==> src/rtl/dm_access_arbiter.sv <==
// Two-port arbiter sharing a single-port data memory between the CPU MEM stage
// (port 0) and a peripheral/DMA master (port 1). Each access runs as a short
// transaction: IDLE (grant) -> ACCESS -> [WAIT] -> RESP -> IDLE.
module dm_access_arbiter #(
    parameter int MEM_LAT = 2
) (
    input  logic        clk,
    input  logic        reset,
    input  logic        m0_req,
    input  logic        m0_we,
    input  logic [31:0] m0_addr,
    input  logic [31:0] m0_wdata,
    input  logic [1:0]  m0_size,
    input  logic        m0_unsigned,
    output logic        m0_gnt,
    output logic        m0_done,
    output logic        m0_err,
    input  logic        m1_req,
    input  logic        m1_we,
    input  logic [31:0] m1_addr,
    input  logic [31:0] m1_wdata,
    input  logic [1:0]  m1_size,
    input  logic        m1_unsigned,
    output logic        m1_gnt,
    output logic        m1_done,
    output logic        m1_err,
    output logic        mem_en,
    output logic        mem_we,
    output logic [31:0] mem_addr,
    output logic [3:0]  mem_byteen,
    output logic [31:0] mem_wdata,
    output logic [1:0]  de_byteSel,
    output logic [2:0]  de_ctrl,
    output logic        rd_valid,
    output logic        rd_owner
);

    typedef enum logic [1:0] {IDLE, ACCESS, WAIT, RESP} state_t;

    state_t      state;
    logic        prio;       // port preferred when both request
    logic        owner;
    logic        lt_we;
    logic        lt_uns;
    logic [1:0]  lt_size;
    logic [1:0]  lt_lsb;
    logic [2:0]  cnt;

    logic        grant;
    logic        sel;
    logic        s_we;
    logic        s_uns;
    logic [31:0] s_addr;
    logic [31:0] s_wdata;
    logic [1:0]  s_size;
    logic        s_err;
    logic        load_fin;

    // Load-extension control code from access size and signedness
    function automatic logic [2:0] ext_ctrl(input logic [1:0] size, input logic uns);
        case (size)
            2'd0:    ext_ctrl = uns ? 3'd4 : 3'd2;
            2'd1:    ext_ctrl = uns ? 3'd3 : 3'd1;
            default: ext_ctrl = 3'd0;
        endcase
    endfunction

    // Arbitration, selected-port field mux, alignment check and load completion
    always_comb begin
        grant   = reset && (state == IDLE) && (m0_req || m1_req);
        sel     = (m0_req && m1_req) ? prio : m1_req;
        s_we    = sel ? m1_we       : m0_we;
        s_uns   = sel ? m1_unsigned : m0_unsigned;
        s_addr  = sel ? m1_addr     : m0_addr;
        s_wdata = sel ? m1_wdata    : m0_wdata;
        s_size  = sel ? m1_size     : m0_size;
        case (s_size)
            2'd0:    s_err = 1'b0;
            2'd1:    s_err = s_addr[0];
            2'd2:    s_err = |s_addr[1:0];
            default: s_err = 1'b1;
        endcase
        // A load finishes straight out of ACCESS when there is no WAIT phase,
        // otherwise on the last WAIT cycle, so RESP lands MEM_LAT after ACCESS.
        load_fin = ((state == ACCESS) && !lt_we && (MEM_LAT <= 1)) ||
                   ((state == WAIT) && (cnt == 3'd1));
    end

    assign m0_gnt = grant && !sel;
    assign m1_gnt = grant && sel;

    // Transaction FSM with registered memory, completion and extension outputs
    always_ff @(posedge clk or negedge reset) begin
        if (!reset) begin
            state      <= IDLE;
            prio       <= 1'b0;
            owner      <= 1'b0;
            lt_we      <= 1'b0;
            lt_uns     <= 1'b0;
            lt_size    <= '0;
            lt_lsb     <= '0;
            cnt        <= '0;
            m0_done    <= 1'b0;
            m1_done    <= 1'b0;
            m0_err     <= 1'b0;
            m1_err     <= 1'b0;
            mem_en     <= 1'b0;
            mem_we     <= 1'b0;
            mem_addr   <= '0;
            mem_byteen <= '0;
            mem_wdata  <= '0;
            rd_valid   <= 1'b0;
            rd_owner   <= 1'b0;
            de_byteSel <= '0;
            de_ctrl    <= '0;
        end else begin
            m0_done    <= 1'b0;
            m1_done    <= 1'b0;
            m0_err     <= 1'b0;
            m1_err     <= 1'b0;
            mem_en     <= 1'b0;
            mem_we     <= 1'b0;
            mem_addr   <= '0;
            mem_byteen <= '0;
            mem_wdata  <= '0;
            rd_valid   <= 1'b0;
            rd_owner   <= 1'b0;
            de_byteSel <= '0;
            de_ctrl    <= '0;
            case (state)
                IDLE: begin
                    if (grant) begin
                        prio    <= !sel;
                        owner   <= sel;
                        lt_we   <= s_we;
                        lt_uns  <= s_uns;
                        lt_size <= s_size;
                        lt_lsb  <= s_addr[1:0];
                        if (s_err) begin
                            state   <= RESP;
                            m0_done <= !sel;
                            m1_done <= sel;
                            m0_err  <= !sel;
                            m1_err  <= sel;
                        end else begin
                            // Memory strobes are registered here so they are
                            // presented during the ACCESS cycle.
                            state    <= ACCESS;
                            mem_en   <= 1'b1;
                            mem_we   <= s_we;
                            mem_addr <= {s_addr[31:2], 2'b00};
                            if (s_we) begin
                                case (s_size)
                                    2'd0: begin
                                        mem_byteen <= 4'b0001 << s_addr[1:0];
                                        mem_wdata  <= {4{s_wdata[7:0]}};
                                    end
                                    2'd1: begin
                                        mem_byteen <= 4'b0011 << {s_addr[1], 1'b0};
                                        mem_wdata  <= {2{s_wdata[15:0]}};
                                    end
                                    default: begin
                                        mem_byteen <= 4'b1111;
                                        mem_wdata  <= s_wdata;
                                    end
                                endcase
                            end
                        end
                    end
                end
                ACCESS: begin
                    if (lt_we) begin
                        state   <= RESP;
                        m0_done <= !owner;
                        m1_done <= owner;
                    end else if (!load_fin) begin
                        state <= WAIT;
                        cnt   <= 3'(MEM_LAT - 1);
                    end
                end
                WAIT: begin
                    if (!load_fin) cnt <= cnt - 3'd1;
                end
                default: state <= IDLE;
            endcase
            if (load_fin) begin
                state      <= RESP;
                m0_done    <= !owner;
                m1_done    <= owner;
                rd_valid   <= 1'b1;
                rd_owner   <= owner;
                de_byteSel <= lt_lsb;
                de_ctrl    <= ext_ctrl(lt_size, lt_uns);
            end
        end
    end

endmodule
==> config.mk <==
export PLATFORM = sky130hd
export DESIGN_NAME = dm_access_arbiter
export DESIGN_NICKNAME = d
export VERILOG_FILES = /design/src/rtl/dm_access_arbiter.sv
export SDC_FILE = /design/constraint.sdc
export NUM_CORES = 1
export LEC_CHECK = 0
export ABC_AREA = 1
export CELL_PAD_IN_SITES_DETAIL_PLACEMENT = 1
export CELL_PAD_IN_SITES_GLOBAL_PLACEMENT = 2
export CORE_MARGIN = 8
export CORE_UTILIZATION = 23
export CTS_BUF_LIST = sky130_fd_sc_hd__clkbuf_4 sky130_fd_sc_hd__clkbuf_8
export CTS_CLUSTER_SIZE = 10
export DETAILED_ROUTE_END_ITERATION = 12
export PLACE_DENSITY_LB_ADDON = 0.1
export SETUP_SLACK_MARGIN = 0.3
export SYNTH_ARGS = -nofsm -noshare
export SYNTH_HDL_FRONTEND = slang
export SYNTH_SLANG_ARGS = --single-unit
export TNS_END_PERCENT = 20
==> constraint.sdc <==
create_clock -name clk -period 4.8 [get_ports clk]
set_clock_uncertainty 0.05 [all_clocks]
set_input_delay 0.96 -clock clk [delete_from_list [all_inputs] [get_ports clk]]
set_output_delay 0.96 -clock clk [all_outputs]
set_load 0.02 [all_outputs]
# [After elaboration in Yosys (flattened, before gate mapping)]
# Cells that the tools add are included.
[totals] ff_bits=94 input_bits=140 out_inout_bits=83 word_cells=106
[op_classes] addsub=1 eq_ne=11 shifts=2 mux=54 n_reduce_logical=17
[ops] operator="32-bit 2-to-1 mux" count=9
[ops] operator="32-bit one-hot mux with 2 select lines" count=1
[ops] operator="1-bit 2-to-1 mux" count=22
[ops] operator="4-bit 2-to-1 mux" count=4
[ops] operator="3-bit 2-to-1 mux" count=5
[ops] operator="2-bit 2-to-1 mux" count=6
[ops] operator="3-bit one-hot mux with 2 select lines" count=2
[ops] operator="2-bit inequality test, second input constant" count=4
[ops] operator="4-bit one-hot mux with 2 select lines" count=1
[ops] operator="2-bit by 1-bit equality test with 1-bit output, second input constant" count=3
[ops] operator="1-bit logical AND" count=6
[ops] operator="2-bit zero test" count=3
[ops] operator="2-bit one-hot mux with 3 select lines" count=1
[ops] operator="2-bit equality test, second input constant" count=2
[ops] operator="1-bit one-hot mux with 2 select lines" count=2
[ops] operator="2-bit AND reduction" count=2
[ops] operator="4-bit AND reduction" count=1
[ops] operator="1-bit by 2-bit left shift with 4-bit output, first input constant" count=1
[ops] operator="2-bit by 2-bit left shift with 4-bit output, first input constant" count=1
[ops] operator="3-bit by 1-bit equality test with 1-bit output, second input constant" count=1
[ops] operator="3-bit inequality test, second input constant" count=1
[ops] operator="1-bit one-hot mux with 3 select lines" count=1
[ops] operator="3-bit by 1-bit subtractor with 3-bit output, second input constant" count=1
[ops] operator="1-bit zero test" count=2
[ops] operator="other kinds (3)" count=3

# [Depth between registers and ports, before layout]
[depth] depth_word=9 ltp_mapped=13 mapped_depth_nobuf=12

# [Least setup slack after synthesis]
# No wires, ideal clock.
[synth_timing] path_type="input-to-output" startpoint="input m0_req" endpoint="output m1_gnt" t_arrival_ps=1828 slack_ps=1962 cell_stages=8 path_buffers=3 path_cell_list="nand2_2 -> nand2_2 -> inv_1 -> buf_4 -> buf_4 -> buf_4 -> nand2_1 -> inv_1"
[synth_via] elab_chain_cells=3 elab_cells_between_ends=5
[synth_rtl] element="start: declaration" line_no="9" text="input logic m0_req,"
[synth_rtl] element="1-bit logical AND / 1-bit logical OR (equally long branches)" line_no="71, 70"
[synth_rtl] element="1-bit 2-to-1 mux / 1-bit logical AND (equally long branches)" line_no="71, 70"
[synth_rtl] element="1-bit logical AND *" line_no="90" text="assign m1_gnt = grant && sel;"
[synth_rtl] element="end: declaration" line_no="24" text="output logic m1_gnt,"
# Every way passes the cells marked *; elsewhere a longest branch is shown, timed or not.

# [Worst setup path after layout]
[layout_timing] startpoint="input m0_req" endpoint="output m0_gnt"
[layout_via] elab_chain_cells=4 elab_cells_between_ends=6
[layout_rtl] element="1-bit logical AND" line_no="71" text="sel = (m0_req && m1_req) ? prio : m1_req;"
[layout_rtl] element="1-bit 2-to-1 mux" line_no="71"
[layout_rtl] element="1-bit zero test" line_no="89" text="assign m0_gnt = grant && !sel;"
[layout_rtl] element="1-bit logical AND *" line_no="89"
[layout_rtl] element="end: declaration" line_no="15" text="output logic m0_gnt,"
# Marks and branches as above.

==> flow_summary_export.csv <==
group,metric,value,unit
place,placed_cells,929,
sta,worst_slew_pin_slew,0.8737,ns
routing,drc,0,
final_layout,layout-drive-gt1-share,8.659,%
cts,root_buffer,"clkbuf_8",
global_route,grt_pass1_wl,25590,um
critical_path,cp_max_fo,37,
critical_path,start_kind,"input port",
final_layout,areaGrowthSynthToFinish,59.56,%
synthesis,synth-simple-area-share,27.18,%
floorplan,start_util,23.45,%
critical_path,cp.required,3.79,ns
sta,drv_slew,0,
sta,period_share,79.19,%
sta,relSlewSlack,41.75,%
routing,drt_iter0_drc,136,
critical_path,worst-setup-path-type,"in -> out",
synthesis,synthAdderAreaFrac,0.5921,%
floorplan,ios,223,
sta,max_freq,0.2631,GHz
sta,fin_crit,3.801,ns
final_layout,finalNonFillerCells,945,
final_layout,diodes,0,
synthesis,synth.avg_cell_area,8.453,um2
synthesis,ys_seq_area_share,54.47,%
final_layout,nFillCells,2108,
synthesis,synth.cell_area,4227,um2
power,powerDensity,334.6,nW/um2
cts,cts.sinks,92,
cts,cts_made_buffers,9,
global_route,grt_pass1_vias,4471,
place,place_congestion,0.7664,
sta,finalHoldViolCount,0,
place,dpl-instance-area,6568,um2
global_route,grt_usage,14.67,%
cts,cts_resized,0,
power,ir_drop,0.1408,mV
job,cap_violations,0,
critical_path,end_kind,"output port",
routing,routed_wl,17160,um
final_layout,final_area,6744,um2
sta,fin_tns_setup,0,ns
synthesis,synth_compound_area_share,10.33,%
global_route,grt_max_degree,66,
floorplan,die_h,151.6,um
floorplan,core_area,18020,um2
place,io_buffers,220,
place,dp_hpwl,13120,um
synthesis,ys_seq_elements,92,
sta,rsz0062_at_grt,"false",
synthesis,synthXorXnorAreaFrac,0.2072,%
floorplan,die_area,22970,um2
power,leakagePower,0.003101,uW
final_layout,utilization,37.42,%
synthesis,async_flop_share,100.0,%
floorplan,core.rowCount,49,
synthesis,synth_edf_count,0,
routing,avgViaCountPerCell,4.344,
cts,clk_latency,0.37,ns
synthesis,ys.flop_type,"dfrtp_1",
cts,cts_tree,"built",
routing,vias,4105,
cts,cts_buffer_depth,2,
global_route,antenna_found_initial,0,
global_route,grt-ovfl-total,0,
power,power,2257,uW
cts,htree_levels,3,
min_path,hold_class,"reg -> reg",
routing,wire_per_inst,18.15,um
synthesis,yosysUniqueCellTypes,34,
synthesis,syn_inst,500,
outcome,status,"finished, final reports clean",
synthesis,ys_warn_count,0,
critical_path,arrival,2.79,ns
routing,drtAntennaViolNets,0,
floorplan,dieWidth,151.6,um
cts,ctsHoldBuffers,0,
synthesis,synthMuxAreaShare,0,%
cts,post_cts_buffers,0,
synthesis,synth_top_family_by_area,"simple AND/OR/NAND/NOR gates",
routing,dr.pass1.iters,4,
cts,path_clk_slew,0.10,ns
sta,setup_violations,0,
final_layout,finalNetCount,853,
## area by class of cell
type                            count  area (um2)  share of cell area, %
Sequential cell                    92        2302                  34.14
Timing Repair Buffer              225        2237                  33.17
Multi-Input combinational cell    353        1627                  24.12
Tap cell                          229       286.5                  4.249
Clock buffer                        9       123.9                  1.837
Inverter                           30       115.1                  1.707
Clock inverter                      7       52.55                 0.7792
## state kept, by name (all words and copies together), names as in the netlist
register and count:
mem_wdata 32, mem_we 1, lt_size 2, lt_uns 1
mem_addr 30, rd_valid 1, mem_byteen 4, de_ctrl 3
cnt 3, owner 1, rd_owner 1, m0_done 1
m1_err 1, lt_we 1, mem_en 1, prio 1
m0_err 1, state 2, lt_lsb 2, de_byteSel 2
m1_done 1
## path summary, 6_finish.rpt
| kind | start | endpoint | slack (ns) | cells after the start |
|---|---|---|---|---|
| min | lt_lsb[1]$_DFFE_PN0P_ | de_byteSel[1]$_DFF_PN0_ | 0.45 | 2 |
| max in group asynchronous | reset | mem_wdata[16]$_DFF_PN0_ | 3.03 | 2 |
| max reg2reg | prio$_DFFE_PN0P_ | mem_wdata[31]$_DFF_PN0_ | 2.12 | 13 |
| min in group asynchronous | reset | m1_err$_DFF_PN0_ | 0.46 | 1 |
| max | m0_req | m0_gnt | 1.0 | 7 |
| min reg2reg | lt_lsb[1]$_DFFE_PN0P_ | de_byteSel[1]$_DFF_PN0_ | 0.45 | 2 |
## worst max-delay path, stage by stage
cell and delay (ns):
clkdlybuf4s50_1 0.49, nand2_2 0.09, nand2_2 0.08, buf_4 0.33, nand2_1 0.12, inv_1 0.11, clkdlybuf4s50_1 0.61
## logic make-up (layout without fill, tap and decap cells)
| logic type | after synthesis | in the layout |
|---|---|---|
| and+or+nand+nor | 264 | 264 |
| DFF | 92 | 92 |
| AOI/OAI and AO/OA | 84 | 84 |
| buffers and inverters | 56 | 271 |
| adders and majority gates | 2 | 2 |
| other | 1 | 2 |
| xor gates and xnor gates | 1 | 1 |
## synth_stat cells (2+ instances only)
| cell | instances | share of area [%] |
|---|---|---|
| nand3_1 | 16 | 1.9 |
| nor3_1 | 2 | 0.24 |
| clkbuf_1 | 3 | 0.27 |
| nor2_1 | 53 | 4.7 |
| inv_1 | 26 | 2.3 |
| o21ai_0 | 33 | 3.9 |
| a31oi_1 | 2 | 0.30 |
| nor2_4 | 2 | 0.53 |
| nand2_1 | 153 | 14 |
| nand2_2 | 6 | 0.89 |
| buf_4 | 9 | 1.6 |
| buf_6 | 6 | 1.6 |
| inv_2 | 2 | 0.18 |
| a21oi_1 | 44 | 5.2 |
| or2_2 | 23 | 3.4 |
| dfrtp_1 | 92 | 54 |
| buf_2 | 7 | 0.83 |
| nand3b_1 | 3 | 0.53 |
| o211ai_1 | 2 | 0.36 |
| ha_1 | 2 | 0.59 |
## per-layer routing
| layer | GRT usage, % | vias to the layer above | part of all wire, % |
|---|---|---|---|
| li1 | - | 1990 | - |
| met3 | 5.108 | 14 | 9.3 |
| met5 | 0 | - | 0 |
| met1 | 17.62 | 1943 | 43 |
| met2 | 24.16 | 158 | 46 |
| met4 | 4.704 | 0 | 1.4 |
## where the power goes
group          leakage, uW  switching [uW]  internal [uW]
Clock            0.0000896             302            191
Combinational      0.00175             490            343
Sequential         0.00126            56.2            874
Total              0.00310             849           1410
## stage by stage
step           worst slack (ns)  hold WS (ns)
3_5_place_dp             0.9296        0.4372
3_3_place_gp              1.018        0.4222
5_1_grt                  0.8677        0.4573
4_1_cts                  0.9670        0.4405
6_report                 0.9989        0.4543
2_1_floorplan             1.962        0.3983
## layout by cell type, fill, tap and decap left out
cell	count
clkinv_2	2
o21ai_0	33
inv_6	1
nand2_2	6
nor2_8	1
xor2_1	1
a21oi_2	1
nand3_1	16
buf_4	6
clkbuf_8	9
o211ai_1	2
clkinv_4	3
nor3_2	1
clkinv_1	1
a21oi_1	44
o31ai_1	1
nor2_1	53
nor2_4	2
and3_1	1
nor2_2	1
nor4_1	1
clkdlybuf4s50_1	219
dfrtp_1	92
conb_1	2
ha_1	2
a31oi_1	2
nand3_2	1
inv_2	3
o21bai_1	1
clkinvlp_4	1
or2_2	23
nor3_1	2
inv_1	25
inv_4	1
nand3b_1	3
nand2_1	153
(Power assumes the default switching activity.)
==> edit, RTL diff (config.mk and constraints unchanged) <==
Register the output `m0_err` once more, without a reset; this adds one clock of latency there. The other outputs are not delayed to match.
--- a/src/rtl/dm_access_arbiter.sv
+++ b/src/rtl/dm_access_arbiter.sv
@@ -37,6 +37,8 @@
 
     typedef enum logic [1:0] {IDLE, ACCESS, WAIT, RESP} state_t;
 
+    logic m0_err_s0;
+
     state_t      state;
     logic        prio;       // port preferred when both request
     logic        owner;
@@ -102,7 +104,7 @@
             cnt        <= '0;
             m0_done    <= 1'b0;
             m1_done    <= 1'b0;
-            m0_err     <= 1'b0;
+            m0_err_s0  <= 1'b0;
             m1_err     <= 1'b0;
             mem_en     <= 1'b0;
             mem_we     <= 1'b0;
@@ -116,7 +118,7 @@
         end else begin
             m0_done    <= 1'b0;
             m1_done    <= 1'b0;
-            m0_err     <= 1'b0;
+            m0_err_s0  <= 1'b0;
             m1_err     <= 1'b0;
             mem_en     <= 1'b0;
             mem_we     <= 1'b0;
@@ -140,7 +142,7 @@
                             state   <= RESP;
                             m0_done <= !sel;
                             m1_done <= sel;
-                            m0_err  <= !sel;
+                            m0_err_s0 <= !sel;
                             m1_err  <= sel;
                         end else begin
                             // Memory strobes are registered here so they are
@@ -195,4 +197,8 @@
         end
     end
 
+    always_ff @(posedge clk) begin
+        m0_err <= m0_err_s0;
+    end
+
 endmodule
Formal check against the unedited RTL: not equivalent (Yosys sat finds a counterexample within 4 cycles, from zero or initial values and one cycle with reset low).
==> edit against the unedited design <==
- final area increased by 3.7%
- worst setup slack got worse by 0.014 ns
- total power increased by 8.7%
- sequential cell count increased by 1
- count of clock-buffer cells in the layout unchanged
- wire length decreased by 1.3%
- synthesized cell count increased by 0.20%
- clock power increased by 33%
- sequential power increased by 0.9%
- first-iteration DRC count decreased by 5.1%
- global-route usage decreased by 0.20 points
- non-clock buffer count increased by 1
- synthesized area increased by 4.2%
==> edit: results (changes against the unedited design) <==
Worst setup path
  – Crit path max fanout: 38 (was 37)
  – Reg2reg end: mem_addr[23] (was mem_wdata[31])
  – Setup slack, reg-to-reg: 2.03 ns (was 2.12 ns)
  – R2R cell count: 12 (was 13)
  – Crit path DAT: 2.80 ns (was 2.79 ns)

Cells and area
  – Clock network area share: 0.03488 (was 0.02616)
  – Register Area: 2322 µm² (was 2302 µm²)
  – Count of plain and timing-repair buffers: 226 (was 225)
  – Fraction of area in multi-input gates: 0.2540 (was 0.2412)
  – Seq/total area: 0.3320 (was 0.3414)
  – Post-layout net count: 855 (was 853)
  – Share of cells above drive strength 1: 0.1253 (was 0.08659)
  – Final-layout non-clock buffer area share: 0.3209 (was 0.3317)
  – Final non-filler cell total: 952 (was 945)

Global routing
  – Gr usage total: 0.1446 (was 0.1467)
  – Largest net degree at the start of global routing: 56 (was 66)
  – Vias in the first global route: 4523 (was 4471)
  – First-pass GRT wire length: 26.73 mm (was 25.59 mm)

Yosys
  – Yosys reg bits: 93 (was 92)
  – Post-Synth XOR/XNOR Area: 0.001989 (was 0.002072)
  – Sequential fraction of the synthesis area: 0.5273 (was 0.5447)
  – Async S/R FF share, synth: 0.9892 (was 1.000)
  – Mapped Cells: 501 (was 500)
  – Distinct cells, synth: 37 (was 34)
  – Share of synthesized cell area in full adder, half adder and majority cells: 0.005682 (was 0.005921)
  – Synth top area share: 0.5227 (was 0.5447)

Hold path
  – Worst Hold Depth: 0 (was 2)
  – HP Start: m0_err_s0 (was lt_lsb[1])

Outcome
  – Status: finished clean (unchanged)

Power
  – Sw Share: 0.3553 (was 0.3760)
  – VDD IR-drop max: 0.1272 mV (was 0.1408 mV)
  – Pleak: 3.137 nW (was 3.101 nW)

Detailed routing
  – Initial DRC count: 129 (was 136)
  – Total routed wirelength: 16.93 mm (was 17.16 mm)
  – Vias: 4116 (was 4105)

Placed design
  – Final GP Congestion: 0.7252 (was 0.7664)
  – Placed Area: 6751 µm² (was 6568 µm²)
  – Cells after DPL: 936 (was 929)
  – Pre-CTS setup slack: 0.8689 ns (was 0.9296 ns)
  – Post-DP HPWL: 13.02 mm (was 13.12 mm)

Timing
  – Worst-Margin Slew: 0.8384 ns (was 0.8737 ns)
  – Worst hold slack: 0.3052 ns (was 0.4543 ns)

Clock network
  – Post-CTS setup buffers: 0 (unchanged)
edit: cell count changes after synthesis, sizes merged:
| cell | unedited run | this run |
|---|---|---|
| dfxtp | 0 | 1 |
edit: metal layers:
layer	wire [µm]	GRT usage	vias up
met5	0	0	-
met4	318	0.05086	0
met3	1296	0.04876	17
met2	7882	0.2323	139
met1	7435	0.1779	1967
li1	-	-	1993
edit: logic make-up (layout without fill, tap and decap cells):
| family | count (synthesis) | in the layout |
|---|---|---|
| compound gates | 84 | 84 |
| xor+xnor | 1 | 1 |
| fa+ha+maj | 2 | 2 |
| buf+inv | 56 | 272 |
| flops | 93 | 93 |
| other cells | 1 | 2 |
| simple gates | 264 | 264 |
edit: power groups by stage:
stage	clock, W	sequential [W]	combinational (W)
6_report	0.000658	0.000938	0.000857
2_1_floorplan	0	0.00101	0.000465
3_5_place_dp	0	0.000955	0.000876
4_1_cts	0.000688	0.000939	0.000880
5_1_grt	0.000715	0.000954	0.000966
3_3_place_gp	0	0.000951	0.000863
